### src/rtl/demux_8_router.sv
// 1-to-8 demultiplexing router: each input word is parked in a per-channel
// holding register until that channel's consumer acknowledges it.
module demux_8_router #(
    parameter int WIDTH = 16
) (
    input  logic             clk,
    input  logic             rst,
    input  logic [WIDTH-1:0] in_data,
    input  logic             in_valid,
    output logic             in_ready,
    input  logic             s0,
    input  logic             s1,
    input  logic             s2,
    output logic [WIDTH-1:0] a,
    output logic [WIDTH-1:0] b,
    output logic [WIDTH-1:0] c,
    output logic [WIDTH-1:0] d,
    output logic [WIDTH-1:0] e,
    output logic [WIDTH-1:0] f,
    output logic [WIDTH-1:0] g,
    output logic [WIDTH-1:0] h,
    output logic [7:0]       out_valid,
    input  logic [7:0]       out_ack,
    output logic [7:0]       accept_count
);

    logic [2:0]       sel;
    logic             accept;
    logic [7:0]       load_ch;
    logic [7:0]       consume_ch;
    logic [7:0]       valid_reg;
    logic [7:0]       valid_next;
    logic [7:0]       count_reg;
    logic [WIDTH-1:0] data_reg [8];

    assign sel = {s2, s1, s0};

    // Ready looks only at registered state, so out_ack never reaches in_ready.
    assign in_ready = ~valid_reg[sel];
    assign accept   = in_valid & in_ready;

    generate
        for (genvar gi = 0; gi < 8; gi++) begin : g_ch
            assign load_ch[gi]    = accept && (sel == 3'(gi));
            assign consume_ch[gi] = valid_reg[gi] & out_ack[gi];
            assign valid_next[gi] = load_ch[gi] | (valid_reg[gi] & ~consume_ch[gi]);
        end
    endgenerate

    always_ff @(posedge clk) begin
        if (rst) begin
            valid_reg <= '0;
            count_reg <= '0;
            for (int i = 0; i < 8; i++) begin
                data_reg[i] <= '0;
            end
        end else begin
            valid_reg <= valid_next;
            if (accept) begin
                count_reg <= count_reg + 8'd1;
            end
            // Data is only written on a load; a consume leaves the last word in place.
            for (int i = 0; i < 8; i++) begin
                if (load_ch[i]) begin
                    data_reg[i] <= in_data;
                end
            end
        end
    end

    assign out_valid    = valid_reg;
    assign accept_count = count_reg;

    assign a = data_reg[0];
    assign b = data_reg[1];
    assign c = data_reg[2];
    assign d = data_reg[3];
    assign e = data_reg[4];
    assign f = data_reg[5];
    assign g = data_reg[6];
    assign h = data_reg[7];

endmodule

### config.mk
export PLATFORM = sky130hd
export DESIGN_NAME = demux_8_router
export DESIGN_NICKNAME = d
export VERILOG_FILES = /design/src/rtl/demux_8_router.sv
export SDC_FILE = /design/constraint.sdc
export NUM_CORES = 1
export LEC_CHECK = 0
export CAP_MARGIN = 20
export CORE_UTILIZATION = 45
export DETAILED_ROUTE_END_ITERATION = 6
export PLACE_DENSITY = 0.8
export SETUP_SLACK_MARGIN = 0.3
export SYNTH_ARGS = -nofsm -noshare
export SYNTH_HDL_FRONTEND = slang
export SYNTH_SLANG_ARGS = --single-unit
### constraint.sdc
create_clock -name clk -period 2.55 [get_ports clk]
set_input_delay 0.51 -clock clk [delete_from_list [all_inputs] [get_ports clk]]
set_output_delay 0.51 -clock clk [all_outputs]
set_load 0.01 [all_outputs]
Word-level counts from Yosys, hierarchy flattened
Memory sizes are Yosys's and may differ from the RTL's.
Cells that the tools add are included.

word-level totals
  register bits after elaboration = 16
  logic and storage cells = 99
  output and inout bits = 145
  bits of input ports = 30
  memories kept = 1
  bits in writable memories = 128

memories
  memory    words  width  rd ports  clocked after memory_dff  write ports  RTL line  text
  data_reg  8      16     8         0                         8            34        logic [WIDTH-1:0] data_reg [8];

cells by class
  reductions and logical operators = 9
  bitwise gates (word level) = 42
  equality and inequality tests = 7
  add/sub/neg operators = 1
  order comparisons = 1
  mux-type cells = 36

operator list
  cell                                                                  number
  16-bit two-way mux                                                    8
  1-bit two-way mux                                                     27
  1-bit AND                                                             17
  1-bit bitwise OR                                                      16
  3-bit == test, second input constant                                  4
  1-bit inverter                                                        9
  8-bit by 1-bit adder with 8-bit output, second input constant         1
  1-bit logical AND                                                     8
  3-bit by 2-bit == test with 1-bit output, second input constant       2
  3-bit by 4-bit < comparator with 1-bit output, second input constant  1
  1-bit binary-select mux with 3-bit select                             1
  3-bit by 1-bit == test with 1-bit output, second input constant       1
  3-bit zero test                                                       1

Depth between registers and ports, before layout
Gate-level depths: netlist (run 1).

  depth after elaboration = 9
  depth in mapped cells = 9
  depth with buffers taken out = 6

Worst setup path after synthesis (run 1)
OpenSTA, ideal clock, no wires.

  kind = input to register
  start point = input port s1
  end point = memory data_reg[4][0], in the netlist data_reg[1][0], enable pin
  library setup time = 375 ps
  buffers on the path = 2
  data required time = 2175 ps
  setup slack = 194 ps
  data arrival time = 1981 ps
  stages on the path = 8
  cells stage by stage = buf_6 -> mux2i_1 -> a22oi_1 -> and2_4 -> buf_6 -> inv_1 -> nand3_2 -> nand2b_1

RTL lines
  element          RTL line  text
  start, declared  12        input logic s1,
  end, declared    34

Final worst setup path (run 1)
  start point = input port s0
  end point = output port in_ready

on the way
  word-level cells in the longest chain between the ends = 3

RTL lines
  element                                    RTL line  text
  start, declared                            11        input logic s0,
  1-bit binary-select mux with 3-bit select  39        assign in_ready = ~valid_reg[sel];
  1-bit two-way mux (not written as such)    39
  1-bit inverter                             39
  end, declared                              10        output logic in_ready,

Every way passes these cells. The select of a mux whose other input is x is not followed.

==> results.toml, run 1 <==
[sta]
finClkSkew_ps = 10.95
max_slew.worst_pin.slew_ps = 459.7
fin_crit_ps = 2144
post-route-period-util = 0.8409
slew_headroom = 0.6908
fmax_ghz = 0.4664
finalSetupViolations = 0
hold_viol_final = 0
rsz0062_at_grt = "false"
maxSlewViolCount = 0

[pwr]
peakVddDrop_v = 0.0004678
p_per_area_nw_per_um2 = 716.2
p_leak_uw = 0.002948

[setup_path]
worstPathMaxFanout = 5
worstPathArrival_ps = 1630
crit_path_top_delay_cell = "dlygate4sd2_1"
path_common_cell = "dlygate4sd2_1"
crit_type = "in2out"
critPathRequiredTime_ps = 2040
end_kind = "output port"
cp_top_family = "buffers and inverters"
cpPeakStageDelay_ps = 280
path_depth = 6
ff2ff_path_depth = 7
crit_buf_inv = 3
start_kind = "input port"
crit_chain = "dlygate4sd2_1 -> and2_1 -> a22oi_2 -> and2_4 -> inv_1 -> dlygate4sd2_1"

[run_status]
status = "finished clean"

[clock_network]
clkSinkCount = 144
path_clk_slew_ps = 60
cts_tree = "yes"
post_cts_buffers = 0
cts_hold_buffers = 0
clock_latency_ps = 420
numCtsBuffers = 17
htreeDepth = 4
cts-root-buf = "clkbuf_16"
clk_path_buf_depth = 2
cts_resized = 7

[routing]
drt-initial-drc-count = 211
drt-met1-wl_um = 4684
ant_nets = 0
viasPerCell = 4.964
dr.pass1.iters = 5
wl_met3_um = 1125
postRouteWirelength_um = 12700
drc = 0
wl_met2_um = 6502
vias = 3609
dr.max_layer_used = "met4"
wl_per_cell_um = 17.47

[die]
core_area_um2 = 11420
die_w_um = 110.3
die_h_um = 110.3
dieArea_um2 = 12180
rows = 39
start_util = 0.4626
io_pins = 175

[placed_design]
gp_congestion = 0.7806
place_inst = 695
io_buffers = 174
dp_hpwl_um = 9344

[cells_and_area]
nets = 602
antenna_cells = 0
layoutNonFillerInstCount = 727
final_core_util = 0.6956
area_growth_pct = 50.36
largest_reg_flops = 128
drive_above_1_share = 0.1113

[global_route]
grt.total_usage = 0.2173
grt_pass1_vias = 3546
antenna_found_initial = 0
grt_overflow = 0
grt_max_degree = 36
grt_pass1_wl_um = 18600

[yosys]
ys_seq_area_frac = 0.7883
synth_nets = 400
synth_area_per_cell_um2 = 14.32
ys_ff_latch = 144
postSynthCellCount = 369
ys_warn_count = 0
yosysUniqueCellTypes = 31
syn_area_um2 = 5283

[hold_path]
holdCritPathClass = "reg2reg"
min_delay_path_depth = 2

[flow_run]
cap_violations = 0
-- worst paths after layout --
kind | slack (ps) | end | from
worst max register to register | 650 | data_reg[1][46] | out_valid[1]
worst min-delay path | 500 | out_valid[0] | out_valid[0]
worst max-delay path | 410 | in_ready | s0
worst min register to register | 500 | out_valid[0] | out_valid[0]
-- power breakdown --
group | switching [uW] | leakage (uW) | internal [uW]
Combinational | 268 | 0.00125 | 308
Clock | 922 | 0.000265 | 1440
Sequential | 49.7 | 0.00144 | 2700
-- metal layers --
metal / track usage / up-vias
met1: 0.2397 / 1701
met2: 0.3793 / 193
met3: 0.06878 / 32
met4: 0.1043 / 0
li1: - / 1683
met5: 0 / -
-- area by class of cell --
class,count,area (um2)
Timing Repair Buffer,198,1963
Sequential cell,144,4164
Clock inverter,12,133.9
Clock buffer,20,436.7
Inverter,18,67.56
Tap cell,143,178.9
Fill cell,793,3476
Multi-Input combinational cell,192,998.5
-- layout by cell type, fill, tap and decap left out, types with 2 or more instances in the layout --
master	n
nand4_1	3
and2_1	3
buf_4	20
dfxtp_1	16
mux2i_1	4
nand2b_1	28
nor2_1	101
o32ai_1	2
clkbuf_1	3
edfxtp_1	128
a21o_2	2
inv_6	2
a22oi_2	2
or4_1	2
dlygate4sd2_1	3
clkdlybuf4s50_1	170
o31ai_1	2
inv_1	18
mux2_2	2
clkbuf_16	17
or3_1	2
nand2b_2	2
nand3_1	5
nand2_1	5
bufinv_16	2
nand3_2	2
clkinv_4	2
o21ai_0	2
clkinvlp_4	4
a21oi_1	10
nor3_1	2
buf_12	4
nor2b_1	4
-- worst min-delay path, cell delays in order, from the launching register on --
cell and delay, ps:
dfxtp_1 330, nand2b_1 70, a21oi_1 60
-- kinds of logic after synthesis --
logic type | after synthesis | synth area share
buffers and inverters | 33 | 0.02676
XOR/XNOR | 1 | 0.001658
AND/OR/NAND/NOR | 162 | 0.1426
flip-flops | 144 | 0.7883
multiplexers | 7 | 0.01374
adder cells (fa/ha/maj) | 1 | 0.002368
AO/OA/AOI/OAI | 21 | 0.02463
-- cell usage after synthesis, drive strengths merged --
cell / count / area (um2)
xnor2: 1 / 8.760
nand4: 3 / 18.77
clkbuf: 11 / 41.29
and2b: 1 / 7.510
nand2b: 30 / 187.7
o31ai: 2 / 15.01
nand3: 7 / 45.04
inv: 18 / 67.56
mux2: 2 / 22.52
and2: 4 / 27.53
o32ai: 2 / 17.52
o21ai: 2 / 10.01
edfxtp: 128 / 3844
buf: 4 / 32.53
nor2: 101 / 379.1
and3: 1 / 6.260
or4: 2 / 15.01
nand2: 5 / 18.77
or3: 2 / 12.51
nor2b: 4 / 25.02
a21boi: 1 / 7.510
dfxtp: 16 / 320.3
a21o: 2 / 15.01
mux2i: 5 / 50.05
a21oi: 10 / 50.05
a22oi: 2 / 15.01
ha: 1 / 12.51
nor3: 2 / 10.01
-- metrics by stage --
| step | TNS, ps | power [uW] | cell area (um2) | hold slack, ps | setup WS [ps] |
|---|---|---|---|---|---|
| CTS | 0 | 5710 | 7940 | 493.5 | 388.0 |
| floorplan | 0 | 2990 | 5290 | 504.6 | 356.9 |
| detailed placement | -16790 | 3380 | 7367 | 482.0 | -277.5 |
| finish | 0 | 5689 | 7943 | 501.8 | 405.7 |
| global route | 0 | 5862 | 7943 | 516.5 | 326.7 |
| global placement | -9460 | 3365 | 7367 | 486.3 | -223.6 |
Power figures use the tool's default switching activity.
==> run 2: changes to the inputs <==
clock period = 1.99 ns   (was 2.55 ns; I/O delays follow)
==> run 2 against run 1 <==
Cell count grew 2.3%; final area up 4.0%; highest routed layer unchanged; critical path depth rose by 3; first-iteration DRC count up 12%; global-route usage increased by 2.3 points; critical path type is now in2reg; power increased by 29%; non-clock buffer count increased by 13; worst hold slack lost 36 ps.
==> results.toml, run 2 (synthesis results as in run 1) <==
[clock_network]
clkSinkCount = 144
path_clk_slew_ps = 60
clock_latency_ps = 410
htreeDepth = 4
clk_path_buf_depth = 2
cts_tree = "yes"
numCtsBuffers = 17
cts-root-buf = "clkbuf_16"
cts_hold_buffers = 0

[routing]
postRouteWirelength_um = 14480
drc = 0
wl_per_cell_um = 19.46
drt-initial-drc-count = 237
vias = 3825
ant_nets = 0
dr.pass1.iters = 4
viasPerCell = 5.141

[cells_and_area]
antenna_cells = 0
area_growth_pct = 56.37
design_area_um2 = 8260
final_core_util = 0.7234
largest_reg_flops = 128
mostFrequentLayoutCell = "edfxtp_1"
drive_above_1_share = 0.1681
nets = 619
layoutNonFillerInstCount = 744
final_cell_mix = "128 x edfxtp_1, 101 x nor2_1, 83 x dlygate4sd2_1"

[die]
dieArea_um2 = 12180
rows = 39
core_area_um2 = 11420
start_util = 0.4626
die_w_um = 110.3
die_h_um = 110.3
io_pins = 175

[setup_path]
worstPathArrival_ps = 2220
path_common_cell = "buf_4"
setup.worst_path.end = "accept_count[5]"
crit_path_top_delay_cell = "or4_1"
end_kind = "flop"
r2r_start = "out_valid[2]"
path_depth = 9
crit_buf_inv = 4
start_kind = "input port"
timing.rr.end = "accept_count[5]"
cp-startpoint = "s0"
crit_chain = "dlygate4sd2_1 -> buf_4 -> nor2_1 -> a22oi_2 -> and2_4 -> buf_4 -> buf_4 -> or4_1 -> a21oi_1"
ff2ff_path_depth = 7
rrSetupSlack_ps = 130
cpPeakStageDelay_ps = 510
worstPathMaxFanout = 10
cp_top_family = "simple AND/OR/NAND/NOR gates"
crit_type = "in2reg"
critPathRequiredTime_ps = 2340

[placed_design]
gp_congestion = 0.8509
io_buffers = 174
place_area_um2 = 7421
dp_hpwl_um = 9347
place_inst = 695

[flow_run]
cap_violations = 0

[sta]
tns_ps = 0
finalSetupViolations = 0
post-route-period-util = 0.9403
rsz0062_at_grt = "true"
finClkSkew_ps = 6.499
holdWs_ps = 465.8
maxSlewViolCount = 0
max_slew.worst_pin.slew_ps = 418.0
hold_viol_final = 0
slew_headroom = 0.7213
fin_crit_ps = 1871
fmax_ghz = 0.5344

[hold_path]
holdCritPathClass = "in2reg"
hp-start = "s2"

[global_route]
antenna_found_initial = 0
grt_pass1_vias = 3747
grt_max_degree = 19
grt_overflow = 0
grt_pass1_wl_um = 20630
grt.total_usage = 0.2408

[pwr]
p_leak_uw = 0.003930
peakVddDrop_v = 0.0007355
p_per_area_nw_per_um2 = 891.4

[run_status]
status = "finished clean"
## run 2: area by class of cell
cell class	instances	area, um2
Sequential cell	144	4175
Fill cell	758	3158
Timing Repair Buffer	211	2117
Multi-Input combinational cell	196	1134
Clock buffer	17	425.4
Tap cell	143	178.9
Clock inverter	15	158.9
Inverter	18	71.32
## run 2: power by group
part           internal (uW)  switching [uW]
Combinational            349             379
Sequential              3460            56.6
Clock                   1860            1260
Total                   5670            1690
## run 2: worst min path at each step
stage | slack, ps | to | cells past startpoint
after global routing | 480 | out_valid[7] | 3
after CTS | 450 | out_valid[7] | 3
after detailed placement | 480 | out_valid[6] | 2
final | 470 | out_valid[7] | 3
after global placement | 480 | out_valid[6] | 2
after floorplan | 490 | out_valid[7] | 1
## run 2: metrics by stage
stage          setup WS [ps]  total power, uW
6_report               118.9             7364
5_1_grt                61.51             7564
4_1_cts                123.4             7404
3_5_place_dp          -613.0             4339
3_3_place_gp          -555.9             4314
2_1_floorplan          41.82             3847
## run 2: layer usage
layer	up-vias	GRT usage	wire [um]
met1	1852	0.2845	5461
met3	19	0.04821	1159
met5	-	0	0
met2	218	0.4326	7636
met4	0	0.08929	221
li1	1736	-	-
## run 2: tightest hold or removal path: stages
cell and delay (ps):
dlygate4sd2_1 280, nand2_1 80, o32ai_1 80
## run 2: what timing repair did
action / 4_1_cts / 5_1_grt
setup endpoints to repair: 309 / 156
pin swaps: 8 / 2
gates cloned: 6 / 0
buffers inserted: 9 / 2
gates resized for setup: 109 / 55
==> RTL edit 1 (config.mk and constraints of run 1) <==
The parameter `WIDTH` goes from 16 to 18.
--- a/src/rtl/demux_8_router.sv
+++ b/src/rtl/demux_8_router.sv
@@ -2,5 +2,5 @@
 // holding register until that channel's consumer acknowledges it.
 module demux_8_router #(
-    parameter int WIDTH = 16
+    parameter int WIDTH = 18
 ) (
     input  logic             clk,
Ports: changed (9 resized); port bits go from 175 to 193. The function was not compared with the original's and may differ.
==> RTL edit 1 against run 1 <==
Total power increased by 12%; synthesized area grew 13%; sequential cell count up 16; cell area is 11% higher; setup slack improved by 25 ps; die area is 12% higher; non-clock buffer count is 17 higher; largest cell class unchanged; synthesized cell count up 8.4%; fmax increased by 1.2%; wire length up 16%; largest power group unchanged.
==> RTL edit 1: results (changes against run 1) <==
metric,value,unit,change
outcome,"finished, final reports clean",,unchanged
gr usage total,21.9,%,was 21.7%
number of synthesized flops with an enable pin,144,,was 128
RD Place Congestion,0.868,,was 0.781
Worst Setup SP,out_valid[7]$_SDFF_PP0_,,was s0
post-route insts no fill,801,,was 727
drt via density,4.88,,was 4.96
Largest register FFs,144,,was 128
antenna violations before repair,0,,unchanged
Worst R2R Setup Slack,750,ps,was 650 ps
top post-synthesis cells by area,"edfxtp_1 73%, nor2_1 6.9%, dfxtp_1 5.4%",,"was edfxtp_1 73%, nor2_1 7.2%, dfxtp_1 6.1%"
first-pass GRT wire length,21300,um,was 18600 um
worst reg2reg path startpoint,out_valid[6]$_SDFF_PP0_,,was out_valid[1]$_SDFF_PP0_
sequential share of the synthesized area,78.0,%,was 78.8%
Synth cell types,34,,was 31
Final #Nets,649,,was 602
DP HPWL,10400,um,was 9340 um
final clock skew,11.2,ps,was 10.9 ps
share of layout cells above drive strength 1,12.4,%,was 11.1%
Leak Pwr,3.21,nW,was 2.95 nW
Syn Nets,433,,was 400
Inst Count DP,769,,was 695
Crit Path Class,register to output port,,was input port to output port
vias in the first global route,3855,,was 3546
WL/cell,18.3,um,was 17.5 um
pin count of the biggest net entering global routing,44,,was 36
fillcell total,838,,was 793
synth cell count leaders,"144 x edfxtp_1, 109 x nor2_1, 33 x nand2b_1",,"was 128 x edfxtp_1, 101 x nor2_1, 30 x nand2b_1"
Mapped Avg Cell Area,14.9,um2,was 14.3 um2
Initial DRC Count,298,,was 211
Port Buffer Count,192,,was 174
-- RTL edit 1: cell types whose count changed after synthesis, moves of 3 or more --
cell / change
edfxtp_1: +16
nor2_4: +10
nor2_1: +8
xnor2_1: +5
nor2b_1: -4
mux2i_1: -3
nand2b_1: +3
nand3_1: -3
-- RTL edit 1: worst min-delay path by stage --
stage                                   end                     from  cells after the start  slack [ps]
floorplan           out_valid[2]$_SDFF_PP0_  out_valid[2]$_SDFF_PP0_                      2         500
global placement    out_valid[0]$_SDFF_PP0_  out_valid[0]$_SDFF_PP0_                      2         510
global route        out_valid[1]$_SDFF_PP0_  out_valid[1]$_SDFF_PP0_                      2         550
detailed placement  out_valid[4]$_SDFF_PP0_  out_valid[4]$_SDFF_PP0_                      2         500
finish              out_valid[1]$_SDFF_PP0_  out_valid[1]$_SDFF_PP0_                      2         520
CTS                 out_valid[4]$_SDFF_PP0_  out_valid[4]$_SDFF_PP0_                      2         520
-- RTL edit 1: layer usage --
metal  global-route usage [%]  vias to the layer above  part of all wire, %  routed length (um)
met5                        0                        -                    0                   0
met4                     6.33                        0                  1.1                 157
met3                     5.46                       14                  7.1                1040
met2                     40.9                      218                   53                7770
met1                     24.7                     1870                   39                5700
li1                         -                     1807                    -                   -
-- RTL edit 1: per-stage QoR --
step | setup WS (ps) | power, W | TNS (ps) | hold WS (ps)
after floorplan | 459 | 0.00340 | 0 | 505
after global placement | -236 | 0.00389 | -1510 | 507
after detailed placement | -255 | 0.00391 | -1900 | 504
after CTS | 409 | 0.00639 | 0 | 518
after global routing | 374 | 0.00655 | 0 | 552
final | 431 | 0.00636 | 0 | 520
-- RTL edit 1: critical path, cell delays in order, from the launching register on --
cell and delay [ps]:
dfxtp_1 360, mux2_4 280, o22a_4 240, nand2_4 60, dlygate4sd2_1 260
-- RTL edit 1: cells by family after synthesis --
group                    Yosys count  share of synthesized area, %
AO/OA/AOI/OAI                     18                          2.56
buffers and inverters             38                          2.94
multiplexers                       5                          1.03
adder cells (fa/ha/maj)            1                         0.210
AND/OR/NAND/NOR                  172                          14.4
XOR/XNOR                           6                         0.883
flip-flops                       160                          78.0
-- RTL edit 1: layout make-up --
type | count | area [um2] | area share (%)
multi-input combinational | 202 | 1130 | 12.8
tap | 172 | 215 | 2.44
inverter | 20 | 75.1 | 0.849
clock inverter | 15 | 156 | 1.77
timing repair buffer | 215 | 2190 | 24.7
sequential | 160 | 4640 | 52.6
clock buffer | 17 | 425 | 4.81
-- RTL edit 1: where the power goes --
part	total (W)	internal, W	switching (W)
sequential	0.00310	0.00304	0.0000640
clock	0.00251	0.00146	0.00105
combinational	0.000743	0.000401	0.000342
-- RTL edit 1: repair_timing --
item / CTS / global route
hold endpoints to repair: 0 / 0
endpoints found under the setup margin: 1 / 0
buffers inserted: 0 / 0
gates resized for setup: 7 / 0
==> RTL edit 2 (flow settings as in run 1) <==
Without the edit above. Register the output `accept_count` once more, without a reset; this adds one clock of latency there. The other outputs are not delayed to match.
--- a/src/rtl/demux_8_router.sv
+++ b/src/rtl/demux_8_router.sv
@@ -70,5 +70,7 @@
 
     assign out_valid    = valid_reg;
-    assign accept_count = count_reg;
+    always_ff @(posedge clk) begin
+        accept_count <= count_reg;
+    end
 
     assign a = data_reg[0];
Check against the original RTL: not equivalent (a bounded check fails within 4 cycles, from zero or initial values and one cycle with rst high).
==> RTL edit 2 against run 1 <==
The flow now finishes with violations (design-rule violations); cell area increased by 1.7%; register-to-register slack worse by 30 ps; first-iteration DRC count is 17% higher; clock power is 2% lower; wire length up 5.5%; total power is 1.7% higher; die area rose by 3.0%; sequential cell count rose by 8; synthesized area up 3.0%; setup slack lost 63 ps; clock skew grew 4.2 ps; critical path type unchanged; critical endpoint unchanged; largest cell class unchanged; highest routed layer unchanged.
==> RTL edit 2: results (changes against run 1) <==
metric,value,unit,change
DP HPWL,9660,um,was 9340 um
first-pass GRT wire length,20600,um,was 18600 um
Leak Pwr,3.02,nW,was 2.95 nW
Inst Count DP,701,,was 695
Port Buffer Count,174,,unchanged
vias in the first global route,3736,,was 3546
mapped cell area,5440,um2,was 5280 um2
Max rail drop VDD,0.324,mV,was 0.468 mV
"Largest delay share family, worst path",buffers and inverters,,unchanged
final clock skew,15.1,ps,was 10.9 ps
"worst slack, placed",-324,ps,was -278 ps
Int Power,0.00456,W,was 0.00445 W
Worst-path clk slew,50,ps,
synth cell count leaders,"128 x edfxtp_1, 101 x nor2_1, 30 x nand2b_1",,unchanged
ys async rst share,0,%,unchanged
RD Place Congestion,0.857,,was 0.781
Largest register FFs,128,,unchanged
sequential share of cell area,53.5,%,was 52.4%
Syn Nets,408,,was 400
Clock-cell share,6.74,%,was 7.18%
outcome,"complete, but fails checks",,"was finished, final reports clean"
root buf cell,clkbuf_16,,unchanged
WL/cell,18.3,um,was 17.5 um
drt via density,5.03,,was 4.96
Max stage delay on crit path,280,ps,about the same
Final #Nets,608,,was 602
placed cell area,7540,um2,was 7370 um2
DRC viols,18,,was 0
gr usage total,22.4,%,was 21.7%
top post-synthesis cells by area,"edfxtp_1 71%, dfxtp_1 8.8%, nor2_1 7.0%",,"was edfxtp_1 73%, nor2_1 7.2%, dfxtp_1 6.1%"
P&R area growth vs syn,48.5,%,was 50.4%
Non-clock buffers,196,,was 198
worst slew pin tran,472,ps,was 460 ps
clk_lat worst skew,410,ps,
buffering overhead,24.4,%,was 24.7%
Detailed Route WL,13400,um,was 12700 um
Ys Warns,0,,unchanged
sequential share of the synthesized area,79.4,%,was 78.8%
Longest Clk Path Bufs,2,,unchanged
Initial DRC Count,247,,was 211
pin count of the biggest net entering global routing,37,,was 36
multi-input combinational area share,12.3,%,was 12.6%
violated checks,design-rule violations,,
Num CTS Buffers,17,,unchanged
CTS H-tree depth,4,,unchanged
share of layout cells above drive strength 1,10.0,%,was 11.1%
drt first pass iters,7,,was 5
Synth Register Bits,152,,was 144
Synth cell types,31,,unchanged
Synth Instances,377,,was 369
fillcell total,776,,was 793
## RTL edit 2: kinds of logic (layout without fill, tap and decap cells)
| logic type | Yosys count | count (layout) | synth area share, % |
|---|---|---|---|
| xor+xnor | 1 | 1 | 0.161 |
| mux | 7 | 7 | 1.33 |
| buf+inv | 33 | 245 | 2.60 |
| fa+ha+maj | 1 | 1 | 0.230 |
| compound gates | 21 | 21 | 2.39 |
| flops | 152 | 152 | 79.4 |
| simple gates | 162 | 162 | 13.8 |
## RTL edit 2: timing repair
action / 4_1_cts / 5_1_grt
gates resized for setup: 9 / 1
hold buffers: 0 / 0
hold endpoints to repair: 0 / 0
cloned: 0 / 0
endpoints found under the setup margin: 97 / 1
## RTL edit 2: path summary, 6_finish.rpt
path	startpoint	endpoint	slack, ps	cells after the start
hold reg to reg	count_reg[7]$_SDFFE_PP0P_	accept_count[7]$_DFF_P_	370	0
setup / recovery	s0	in_ready	340	6
setup reg to reg	out_valid[3]$_SDFF_PP0_	data_reg[1][42]$_DFFE_PP_	620	7
hold / removal	count_reg[7]$_SDFFE_PP0P_	accept_count[7]$_DFF_P_	370	0
## RTL edit 2: power by group through the flow
stage / logic (W) / registers, W / clock network [W]
global route: 0.000621 / 0.00289 / 0.00246
detailed placement: 0.000591 / 0.00293 / 0
floorplan: 0.000134 / 0.00299 / 0
global placement: 0.000577 / 0.00293 / 0
CTS: 0.000591 / 0.00288 / 0.00234
finish: 0.000587 / 0.00288 / 0.00232
## RTL edit 2: metal layers
layer,wire (um),share of wire [%],track usage [%]
met1,5130,38,26.9
met2,6880,51,38.7
met3,1240,9.3,6.97
met4,159,1.2,6.93
met5,0,0,0
